File: src/rtl/fdivsqrtrecode4.sv
// fdivsqrtrecode4: radix-4 signed-digit serializer, the inverse of the radix-4
// on-the-fly converter. A loaded two's-complement value X is emitted MSB-first
// as Booth-recoded one-hot digits {+2,+1,0,-1,-2}, one per valid/ready handshake,
// each paired with the running C mask so udigit/C can drive the unified OTFC.
// Optional feature macro: FDIVSQRT_RECODE_CHECK_EN adds an internal OTFC
// accumulator that rebuilds X from the emitted digits and flags Mismatch.
module fdivsqrtrecode4 #(
    parameter int DIVb = 7
) (
    input  logic            clk,
    input  logic            reset,
    input  logic            Start,
    input  logic [DIVb:0]   X,
    output logic            Busy,
    output logic            DigValid,
    input  logic            DigReady,
    output logic [3:0]      udigit,
    output logic [DIVb:0]   C,
    output logic            Last,
    output logic            Mismatch
);

    localparam int W  = DIVb + 1;
    localparam int WE = W + (W % 2);
    localparam int ND = WE / 2;
    localparam int JW = (ND > 1) ? $clog2(ND) : 1;

    localparam logic [W-1:0] ONES   = '1;
    // Digit 0 covers bits [W-1 : WE-2]: two bits for even W, one for odd W.
    localparam logic [W-1:0] C_INIT = ~(ONES >> (W - WE + 2));
    localparam logic [W-1:0] C_TOP2 = ~(ONES >> 2);

    localparam logic [3:0] DIG_P2 = 4'b1000;
    localparam logic [3:0] DIG_P1 = 4'b0100;
    localparam logic [3:0] DIG_Z  = 4'b0000;
    localparam logic [3:0] DIG_M1 = 4'b0010;
    localparam logic [3:0] DIG_M2 = 4'b0001;

    typedef enum logic {IDLE, RUN} state_e;

    state_e           state_q, state_d;
    // Sign-extended value with the implicit b[-1]=0 appended at bit 0; the
    // current Booth triple always sits in the top three bits.
    logic [WE:0]      xe_q, xe_d;
    logic [W-1:0]     c_q, c_d;
    logic [JW-1:0]    j_q, j_d;

    logic signed [WE-1:0] xe_load;
    logic                 run;
    logic                 last_dig;
    logic                 accept;
    logic [3:0]           booth;

    assign xe_load  = $signed(X);
    assign run      = (state_q == RUN);
    assign last_dig = (j_q == JW'(ND - 1));
    assign accept   = run & DigReady;

    // Booth-recode the top triple {b[2j'+1], b[2j'], b[2j'-1]} into a one-hot digit.
    always_comb begin
        unique case (xe_q[WE:WE-2])
            3'b001, 3'b010: booth = DIG_P1;
            3'b011:         booth = DIG_P2;
            3'b100:         booth = DIG_M2;
            3'b101, 3'b110: booth = DIG_M1;
            default:        booth = DIG_Z;
        endcase
    end

    // Next-state logic for the FSM and the digit datapath.
    always_comb begin
        // NOTE: every variable gets its hold value first so no path leaves it unassigned (no latches).
        state_d = state_q;
        xe_d    = xe_q;
        c_d     = c_q;
        j_d     = j_q;
        unique case (state_q)
            IDLE: begin
                if (Start) begin
                    state_d = RUN;
                    xe_d    = {xe_load, 1'b0};
                    c_d     = C_INIT;
                    j_d     = '0;
                end
            end
            RUN: begin
                // Start is ignored here, including on the final accept.
                if (DigReady) begin
                    if (last_dig) begin
                        state_d = IDLE;
                        xe_d    = '0;
                        c_d     = '0;
                        j_d     = '0;
                    end else begin
                        xe_d = xe_q << 2;
                        c_d  = (c_q >> 2) | C_TOP2;
                        j_d  = j_q + 1'b1;
                    end
                end
            end
            default: state_d = IDLE;
        endcase
    end

    // State and datapath registers with synchronous reset; reset aborts any sequence.
    always_ff @(posedge clk) begin
        // NOTE: non-blocking assignments so all registers update from pre-edge values.
        if (reset) begin
            state_q <= IDLE;
            xe_q    <= '0;
            c_q     <= '0;
            j_q     <= '0;
        end else begin
            state_q <= state_d;
            xe_q    <= xe_d;
            c_q     <= c_d;
            j_q     <= j_d;
        end
    end

    assign Busy     = run;
    assign DigValid = run;
    assign udigit   = run ? booth : DIG_Z;
    assign C        = c_q;
    assign Last     = run & last_dig;

`ifdef FDIVSQRT_RECODE_CHECK_EN
    logic [W-1:0] u_q, um_q, xc_q;
    logic [W-1:0] u_d, um_d;
    logic [W-1:0] k1, k3;
    logic         mismatch_q;

    assign k1 = c_q & ~(c_q << 1);
    assign k3 = k1 | (k1 << 1);

    // OTFC update for the digit currently presented, weight marked by k1.
    always_comb begin
        u_d  = u_q;
        um_d = um_q;
        unique case (booth)
            DIG_P2: begin u_d = u_q  | (k1 << 1); um_d = u_q  | k1;        end
            DIG_P1: begin u_d = u_q  | k1;        um_d = u_q;              end
            DIG_M1: begin u_d = um_q | k3;        um_d = um_q | (k1 << 1); end
            DIG_M2: begin u_d = um_q | (k1 << 1); um_d = um_q | k1;        end
            default: begin u_d = u_q;             um_d = um_q | k3;        end
        endcase
    end

    // Accumulate on each accept; compare against the captured X on the final one.
    always_ff @(posedge clk) begin
        if (reset) begin
            u_q        <= '0;
            um_q       <= '0;
            xc_q       <= '0;
            mismatch_q <= 1'b0;
        end else if (!run && Start) begin
            u_q        <= '0;
            um_q       <= '0;
            xc_q       <= X;
            mismatch_q <= 1'b0;
        end else if (accept) begin
            u_q  <= u_d;
            um_q <= um_d;
            if (last_dig) mismatch_q <= (u_d != xc_q);
        end
    end

    assign Mismatch = mismatch_q;
`else
    assign Mismatch = 1'b0;
`endif

endmodule

File: config.mk
export PLATFORM = sky130hd
export DESIGN_NAME = fdivsqrtrecode4
export DESIGN_NICKNAME = d
export VERILOG_FILES = /design/src/rtl/fdivsqrtrecode4.sv
export SDC_FILE = /design/constraint.sdc
export NUM_CORES = 1
export LEC_CHECK = 0
export CORE_UTILIZATION = 40
export CTS_BUF_LIST = sky130_fd_sc_hd__clkbuf_4
export CTS_CLUSTER_SIZE = 20
export DETAILED_ROUTE_END_ITERATION = 16
export PLACE_DENSITY = 0.81
export SLEW_MARGIN = 30
export SYNTH_ARGS = -nofsm -noshare
export SYNTH_HDL_FRONTEND = slang
export SYNTH_SLANG_ARGS = --single-unit
File: constraint.sdc
create_clock -name clk -period 1.6 [get_ports clk]
set_clock_uncertainty 0.2 [all_clocks]
set_input_delay 0.24 -clock clk [delete_from_list [all_inputs] [get_ports clk]]
set_output_delay 0.24 -clock clk [all_outputs]
set_load 0.02 [all_outputs]
### Word level (Yosys, flattened, before mapping)

Cells that the tools add are included.

* register bits: 20
* latch bits: 0
* memory bits (writable): 0
* memory bits (read-only): 0
* input port bits: 12
* output and inout bits: 16
* word-level logic and storage cells: 37
* memories kept: 0

* $add $sub $neg: 1
* multiply operators: 0
* divide/modulo/power cells: 0
* $lt $le $gt $ge: 0
* eq/ne operators: 9
* shifts and indexed selects: 0
* muxes and demuxes: 18
* bitwise gates (word level): 2
* reductions and logical operators: 3

Operators by type and width (number)
* $mux W9: 3
* $mux W8: 3
* $pmux W9 S2: 1
* $pmux W4 S4: 1
* $pmux W8 S2: 1
* $eq A3 B3 Y1 const B: 3
* $eq A3 B2 Y1 const B: 2
* $mux W2: 3
* $mux W4: 1
* $ne A2 B2 Y1 const B: 2
* $pmux W2 S2: 1
* $reduce_or A2 Y1: 2
* $eq A3 B1 Y1 const B: 1
* $mux W1: 3
* $add A2 B1 Y2 const B: 1
* $eq A2 B2 Y1 const B: 1
* $pmux W1 S2: 1
* $reduce_and A2 Y1: 1
* $and A1 B1 Y1: 1
* $not A1 Y1: 1

### Longest topological paths before layout

Gate-level depths: netlist (run 1).

* depth in word-level cells: 4
* mapped depth: 5
* depth with buffers taken out: 4

### Least setup slack after synthesis (run 1)

No wires, ideal clock.

* path type: reg-to-output
* start: register state_q, in the netlist Busy
* end: output udigit[2]
* arrival time: 1331 ps
* required time: 1160 ps
* path slack: -171 ps
* stages on the path, launching flop included: 3
* path buffers: 1
* path through: dfxtp_1 > buf_2 > nor3b_1

* word-level cells in the longest chain between the ends: 1

RTL lines
* start: declaration: line 41 `state_e state_q, state_d;`
* start signal: assignment: line 114 `state_q <= state_d;`
* $mux W4: line 123 `assign udigit = run ? booth : DIG_Z;`
* end: declaration: line 17 `output logic [3:0] udigit,`

Every way passes these cells.

### Worst setup path in the final report (run 1)

* start: register xe_q[6]
* end: output udigit[2]

* word-level cells in the longest chain between the ends: 4
* elaborated cells on any way between the ends: 10
* classes of those cells: eq/ne (6); mux (2); reduce/logical (2)

RTL lines
* start: declaration: line 44 `logic [WE:0] xe_q, xe_d;`
* start signal: assignment: line 110 `xe_q <= '0;`
* start signal: assignment: line 115 `xe_q <= xe_d;`
* $eq A3 B3 Y1, or another cell as far along: line 61 `unique case (xe_q[WE:WE-2])`
* $reduce_or A2 Y1: line 61
* $pmux W4 S4 (*): line 61
* $mux W4 (*): line 123

Mark *: on every way between the ends. The rest lies on a longest branch, timed or not.

==> results of run 1 <==
==> power by group through the flow <==
stage	sequential [uW]	clock (uW)	combinational, uW
2_1_floorplan	431	0	121
3_5_place_dp	428	0	223
5_1_grt	429	255	267
3_3_place_gp	425	0	217
4_1_cts	421	226	222
6_report	426	227	252
==> cells in the mapped netlist (all sizes together) (2+ instances only) <==
library cell	instances	area share
a221oi	6	0.10
a22oi	2	0.020
a311oi	2	0.023
a32oi	4	0.047
buf	10	0.11
dfxtp	15	0.40
nand2	2	0.013
nor2	15	0.075
nor3	7	0.073
==> tightest hold or removal path, stage by stage (launching register included) <==
cell,delay [ns]
dfxtp_1,0.36
a22oi_1,0.07
nor2_1,0.08
==> final cells by class <==
cell class / instances / area (um2)
repair buffers: 44 / 365.4
well taps: 25 / 31.28
clock buffers: 3 / 22.52
clock inverters: 1 / 5.005
fillers: 149 / 549.3
multi-input cells: 51 / 465.4
flip-flops and latches: 15 / 306.5
==> routing by layer <==
layer  part of all wire  track usage  up-vias
li1                   -            -      351
met1               0.44       0.2365      357
met2               0.48       0.3594       31
met3              0.060      0.06000        7
met4              0.024       0.1152        0
met5                  0            0        -
==> cells in the final DEF (no fill, tap or decap) <==
| master | instances |
|---|---|
| and4b_1 | 1 |
| dfxtp_1 | 10 |
| a311oi_1 | 2 |
| mux2_4 | 1 |
| a211oi_1 | 1 |
| nor3_2 | 5 |
| buf_2 | 4 |
| clkinv_2 | 1 |
| a22oi_1 | 2 |
| dlygate4sd2_1 | 10 |
| and2b_4 | 1 |
| a221oi_2 | 3 |
| clkdlybuf4s50_1 | 11 |
| nand2_2 | 1 |
| nor3b_2 | 1 |
| and2_1 | 1 |
| ha_4 | 1 |
| nor2_1 | 15 |
| mux2i_4 | 1 |
| clkbuf_4 | 3 |
| buf_6 | 2 |
| nor3_1 | 2 |
| a32oi_1 | 4 |
| buf_4 | 16 |
| dfxtp_2 | 5 |
| conb_1 | 1 |
| nor2b_1 | 1 |
| a21oi_1 | 1 |
| and2b_1 | 1 |
| xnor2_2 | 1 |
| a221oi_4 | 3 |
| nand2_1 | 1 |
| clkbuf_2 | 1 |
==> state kept, by name, indices dropped and copies added (netlist names) <==
name / flops
j_q: 2
xe_q: 8
Busy: 1
C: 4
==> stage by stage <==
step / power (uW) / util
6_report: 904.9 / 0.6853
5_1_grt: 950.6 / 0.6853
4_1_cts: 869.5 / 0.6437
3_5_place_dp: 651.0 / 0.6308
3_3_place_gp: 642.7 / 0.6308
2_1_floorplan: 552.3 / -
==> logic make-up after synthesis <==
logic type	count (synthesis)
AO/OA/AOI/OAI	16
XOR/XNOR	1
adder cells (fa/ha/maj)	1
buffers and inverters	11
flip-flops	15
multiplexers	2
other	1
AND/OR/NAND/NOR	29
==> repair_timing <==
action,in CTS,in global routing
gates resized for setup,32,17
setup endpoints to repair,18,12
cloned,0,2
pin swaps,0,1
buffers inserted,0,2
hold endpoints to repair,0,0
==> path summary, 6_finish.rpt <==
check	depth (start not counted)	slack [ns]	start	to
worst max-delay path	3	0.04	xe_q[6]	udigit[2]
worst max register to register	5	0.05	j_q[0]	xe_q[4]
worst min-delay path	2	0.33	xe_q[1]	xe_q[1]
worst min register to register	2	0.33	xe_q[1]	xe_q[1]
==> metrics.md, run 1 <==
| Metric | Value |
|---|---|
| Status | `completed` |
| Seq/Total Area, Yosys | `0.4000` |
| Antenna diodes | `0` |
| GPL Wtd Cong | `0.7800` |
| Final cycle utilization of the critical path | `0.9752` |
| DP Area | `1101 um2` |
| Largest net degree at the start of global routing | `11` |
| Worst Hold Class | `reg -> reg` |
| Ys flop type | `dfxtp_1` |
| Wire per inst | `14.99 um` |
| Reg power frac | `0.470` |
| Synthesized area | `750.7 um2` |
| Design Area, Final | `1196 um2` |
| DR iter-0 viols | `24` |
| Comb pwr share | `0.279` |
| DRT Pass-1 Iters | `4` |
| Clock Path Buffers | `2` |
| NetSw | `283.8 uW` |
| Startpoint Class | `flip-flop` |
| Vias | `746` |
| Die H | `45.32 um` |
| Async set-reset flop share out of synthesis | `0` |
| Clock power frac | `0.251` |
| GRT Util Overall | `0.2115` |
| Number of placed I/O pins | `28` |
| Slack of the critical path | `0.03971 ns` |
| GRT Residual Overflow | `0` |
| Xor/xnor cell area share of the yosys netlist | `0.01167` |
| CP endpoint kind | `output pin` |
| Syn nets | `89` |
| Post-synthesis compound-gate area fraction | `0.2100` |
| Final std cells w/o fill | `139` |
| Setup CP Type | `reg -> out` |
| Die area | `2054 um2` |
| CTS tree | `built` |
| Core Region | `1745 um2` |
| CTS root buf | `clkbuf_4` |
| Power Dens Cells | `756.5 nW/um2` |
| DP Worst Slack | `-0.1489 ns` |
| Worst EP required | `1.16 ns` |
| Critical Path AT | `1.12 ns` |
| Internal | `621.1 uW` |
| Number of clock sinks | `15` |
| Leak | `0.0005168 uW` |
| Hold buffer count at CTS | `0` |
| Syn Area/Cell | `9.878 um2` |
| Post-Syn Instances | `76` |
| Crit path cell chain | `xnor2_2, nor3b_2, buf_2` |
| Die Wd | `45.32 um` |
| Net Sw Frac | `0.3136` |
| Maximum vdd drop | `0.0004450 V` |
| CP top delay family | `flip-flops` |
| Total Wirelength | `2.083 mm` |
| Setup Viol. Count Final | `0` |
| Area grow syn2layout | `59.33%` |
| Share of cells above drive strength 1 | `0.4386` |
| Final ANT Viol Nets | `0` |
| Global-route wire length before repair | `3.008 mm` |
| IO buf count | `26` |
| Initial antenna violation count | `0` |
| Worst-Skew Late Latency | `0.29 ns` |
| Dpl cells | `132` |
| Critical path's slowest cell | `dfxtp_2` |
| Nets@finish | `128` |
| Num rows | `15` |
| #FFs+latches synth | `15` |
| Max-cap violations | `0` |
| Number of synthesis warnings | `0` |
| WP buf/inv | `1` |
| EDFF count, synth | `0` |
| Final min period | `1.560 ns` |
| Simple-gate share of the synthesized area | `0.2117` |
| Post-route DRC violation count | `0` |
| H-Tree Depth | `1` |
| Fin Hold WS | `0.3336 ns` |
| Main combinational cell family by area after synthesis | `simple AND/OR/NAND/NOR gates` |
| Fmax achieved | `640.9 MHz` |
| CTS buffer count | `3` |
| Detailed Place HPWL | `1.317 mm` |
| Via-to-Cell Ratio | `5.367` |
| Synth Area in Adders | `0.01667` |
| Vias in the first global route | `668` |
| Setup TNS | `0 ns` |
| Max stage delay on crit path | `0.36 ns` |
| Mux contribution to synthesized area | `0.03333` |
| Yosys cell types | `27` |
| Initial Utilization | `0.4301` |
| CP Max Fanout | `4` |
| Endpoints failing hold | `0` |
| Clock slew seen by the registers of the worst setup and hold paths | `0.10 ns` |
| Final Max Slew Viols | `0` |
Note: power is estimated with default switching activity, not from simulation.
==> inputs of run 2 (changes only) <==
--- a/config.mk
+++ b/config.mk
@@ -5,11 +5,13 @@
 export SDC_FILE = /design/constraint.sdc
 export NUM_CORES = 1
 export LEC_CHECK = 0
-export CORE_UTILIZATION = 40
+export CELL_PAD_IN_SITES_DETAIL_PLACEMENT = 1
+export CELL_PAD_IN_SITES_GLOBAL_PLACEMENT = 1
+export CORE_UTILIZATION = 33
 export CTS_BUF_LIST = sky130_fd_sc_hd__clkbuf_4
 export CTS_CLUSTER_SIZE = 20
 export DETAILED_ROUTE_END_ITERATION = 16
-export PLACE_DENSITY = 0.81
+export PLACE_DENSITY = 0.88
 export SLEW_MARGIN = 30
 export SYNTH_ARGS = -nofsm -noshare
 export SYNTH_HDL_FRONTEND = slang
==> run 2 against run 1 <==
  * Highest routed layer unchanged
  * Critical path type is now reg -> reg
  * Worst hold slack got worse by 0.017 ns
  * Sequential share of layout area increased by 1.3 points
  * Largest cell class unchanged
  * Clock power increased by 4%
  * Power decreased by 0.67%
==> metrics.md, run 2 (same netlist as run 1, synthesis figures left out) <==
| Metric | Value |
|---|---|
| Core Region | `2042 um2 (was 1745 um2)` |
| DR iter-0 viols | `12 (was 24)` |
| Die area | `2470 um2 (was 2054 um2)` |
| Clock slew seen by the registers of the worst setup and hold paths | `0.09 ns (was 0.10 ns)` |
| Largest net degree at the start of global routing | `16 (was 11)` |
| Vias in the first global route | `708 (was 668)` |
| Worst EP required | `1.57 ns (was 1.16 ns)` |
| Clock Path Buffers | `2 (unchanged)` |
| Via-to-Cell Ratio | `5.257 (was 5.367)` |
| IO buf count | `26 (unchanged)` |
| GRT Util Overall | `0.1856 (was 0.2115)` |
| Startpoint Class | `flip-flop (unchanged)` |
| Total Wirelength | `2.217 mm (was 2.083 mm)` |
| Maximum vdd drop | `0.0004219 V (was 0.0004450 V)` |
| Number of fillers in the final layout | `239 (was 149)` |
| Fmax achieved | `640.3 MHz (was 640.9 MHz)` |
| Leak | `0.0004929 uW (was 0.0005168 uW)` |
| Nets@finish | `123 (was 128)` |
| DP Worst Slack | `-0.2375 ns (was -0.1489 ns)` |
| H-Tree Depth | `1 (unchanged)` |
| Reg-to-Reg Start | `j_q[1] (was j_q[0])` |
| CTS root buf | `clkbuf_4 (unchanged)` |
| GPL Wtd Cong | `0.6978 (was 0.7800)` |
| Hold buffer count at CTS | `0 (unchanged)` |
| Slack of the critical path | `0.03834 ns (was 0.03971 ns)` |
| Largest register FFs | `8 (unchanged)` |
| Reg2Reg Setup Slack | `0.04 ns (was 0.05 ns)` |
| Setup CP Type | `reg -> reg (was reg -> out)` |
| Antenna diodes | `0 (unchanged)` |
| Share of cells above drive strength 1 | `0.3945 (was 0.4386)` |
| Status | `completed (unchanged)` |
| Power Dens Cells | `786.0 nW/um2 (was 756.5 nW/um2)` |
| Hold_sp | `xe_q[1] (unchanged)` |
| Num rows | `16 (was 15)` |
| Worst-Skew Late Latency | `0.28 ns (was 0.29 ns)` |
| Final ANT Viol Nets | `0 (unchanged)` |
| CP endpoint kind | `flip-flop (was output pin)` |
| Hold Path End | `xe_q[1] (unchanged)` |
| Detailed Place HPWL | `1.510 mm (was 1.317 mm)` |
| CP Max Fanout | `4 (unchanged)` |
| DRT Pass-1 Iters | `4 (unchanged)` |
| Final Max Slew Viols | `0 (unchanged)` |
| Post-CTS setup buffer count | `0 (unchanged)` |
| CTS tree | `built (unchanged)` |
| Initial Utilization | `0.3676 (was 0.4301)` |
| Most common cell after layout, fill and taps aside | `nor2_1 (was buf_4)` |
| Worst Hold Class | `reg -> reg (unchanged)` |
| Setup TNS | `0 ns (unchanged)` |
| RSZ-0062 raised after global routing | `true` |
| GRT Residual Overflow | `0 (unchanged)` |
| Endpoints failing hold | `0 (unchanged)` |
| Initial antenna violation count | `0 (unchanged)` |
| Wire per inst | `16.30 um (was 14.99 um)` |
| Final min period | `1.562 ns (was 1.560 ns)` |
| Global-route wire length before repair | `3.381 mm (was 3.008 mm)` |
| Largest register by flop count | `xe_q (unchanged)` |
| Vias | `715 (was 746)` |
| Reg2Reg Depth | `5 (unchanged)` |
| Die Wd | `49.70 um (was 45.32 um)` |
| Number of placed I/O pins | `28 (unchanged)` |
| Util after Layout | `0.5600 (was 0.6853)` |
| Critical Path AT | `1.54 ns (was 1.12 ns)` |
| Reg area | `307.8 um2 (was 306.5 um2)` |
| Design Area, Final | `1144 um2 (was 1196 um2)` |
| Die H | `49.70 um (was 45.32 um)` |
| Commonest non-fill, non-tap cells in the layout | `nor2_1 (15), buf_4 (12), dfxtp_1 (11), clkdlybuf4s50_1 (11), dlygate4sd2_1 (10) (was buf_4 (16), nor2_1 (15), clkdlybuf4s50_1 (11), dfxtp_1 (10), dlygate4sd2_1 (10))` |
| Post-route DRC violation count | `0 (unchanged)` |
| Number of clock sinks | `15 (unchanged)` |
| DP Area | `1081 um2 (was 1101 um2)` |
| Fin Hold WS | `0.3167 ns (was 0.3336 ns)` |
| CTS buffer count | `3 (unchanged)` |
| Area grow syn2layout | `52.33% (was 59.33%)` |
| Hold Crit Depth | `2 (unchanged)` |
| Max-cap violations | `0 (unchanged)` |
| Setup Viol. Count Final | `0 (unchanged)` |
| R2r endpoint | `xe_q[5] (was xe_q[4])` |
| Final cycle utilization of the critical path | `0.9760 (was 0.9752)` |
| Multi-input gate area | `426.7 um2 (was 465.4 um2)` |
[run 2: cell types whose count changed in the layout (fill, tap and decap cells not counted), sizes merged]
cell	previous run	this run
buf	22	18
clkinv	1	0
[run 2: where the power goes]
group / leakage (uW) / switching [uW] / internal [uW] / total, uW
logic: 0.000349 / 119 / 120 / 240
clock network: 0.0000184 / 122 / 114 / 235
registers: 0.000125 / 25.6 / 398 / 424
total: 0.000493 / 267 / 632 / 899
[run 2: worst max path at each step]
stage               slack (ns)  depth (start not counted)         to  startpoint
CTS                       0.01                          2  udigit[3]     xe_q[8]
detailed placement       -0.24                          5    xe_q[8]    DigReady
finish                    0.04                          5    xe_q[5]      j_q[1]
global route            -0.009                          3  udigit[2]     xe_q[6]
floorplan                0.002                          3  udigit[1]        Busy
global placement         -0.09                          5    xe_q[3]    DigReady
[run 2: routing by layer]
layer / up-vias / GRT usage / wire length [um] / part of all wire
met5: - / 0 / 0 / 0
met4: 0 / 0.05714 / 12 / 0.0054
met3: 2 / 0.03086 / 120 / 0.054
li1: 344 / - / - / -
met2: 33 / 0.3288 / 1158 / 0.52
met1: 336 / 0.2256 / 925 / 0.42
[run 2: through the flow]
| stage | total power [uW] | cells |
|---|---|---|
| 2_1_floorplan | 552.3 | 76 |
| 3_3_place_gp | 639.4 | 131 |
| 3_5_place_dp | 652.8 | 131 |
| 4_1_cts | 888.7 | 135 |
| 5_1_grt | 943.6 | 136 |
| 6_report | 898.9 | 136 |
[run 2: final cells by class]
class                      count  share of cell area
multi-input combinational     51              0.3731
timing repair buffer          39              0.3020
sequential                    15              0.2691
tap                           27             0.02954
clock buffer                   4             0.02626
[run 2: what timing repair did]
action | 4_1_cts | 5_1_grt
resized for setup | 37 | 10
endpoints found under the hold margin | 0 | 0
pin swaps | 1 | 1
endpoints found under the setup margin | 24 | 9
cloned | 0 | 1
[run 2: critical path, cell delays in order (launching register included)]
cell and delay, ns:
dfxtp_1 0.35, ha_2 0.18, buf_4 0.12, and2b_1 0.23, a221oi_2 0.30, nor3_2 0.07
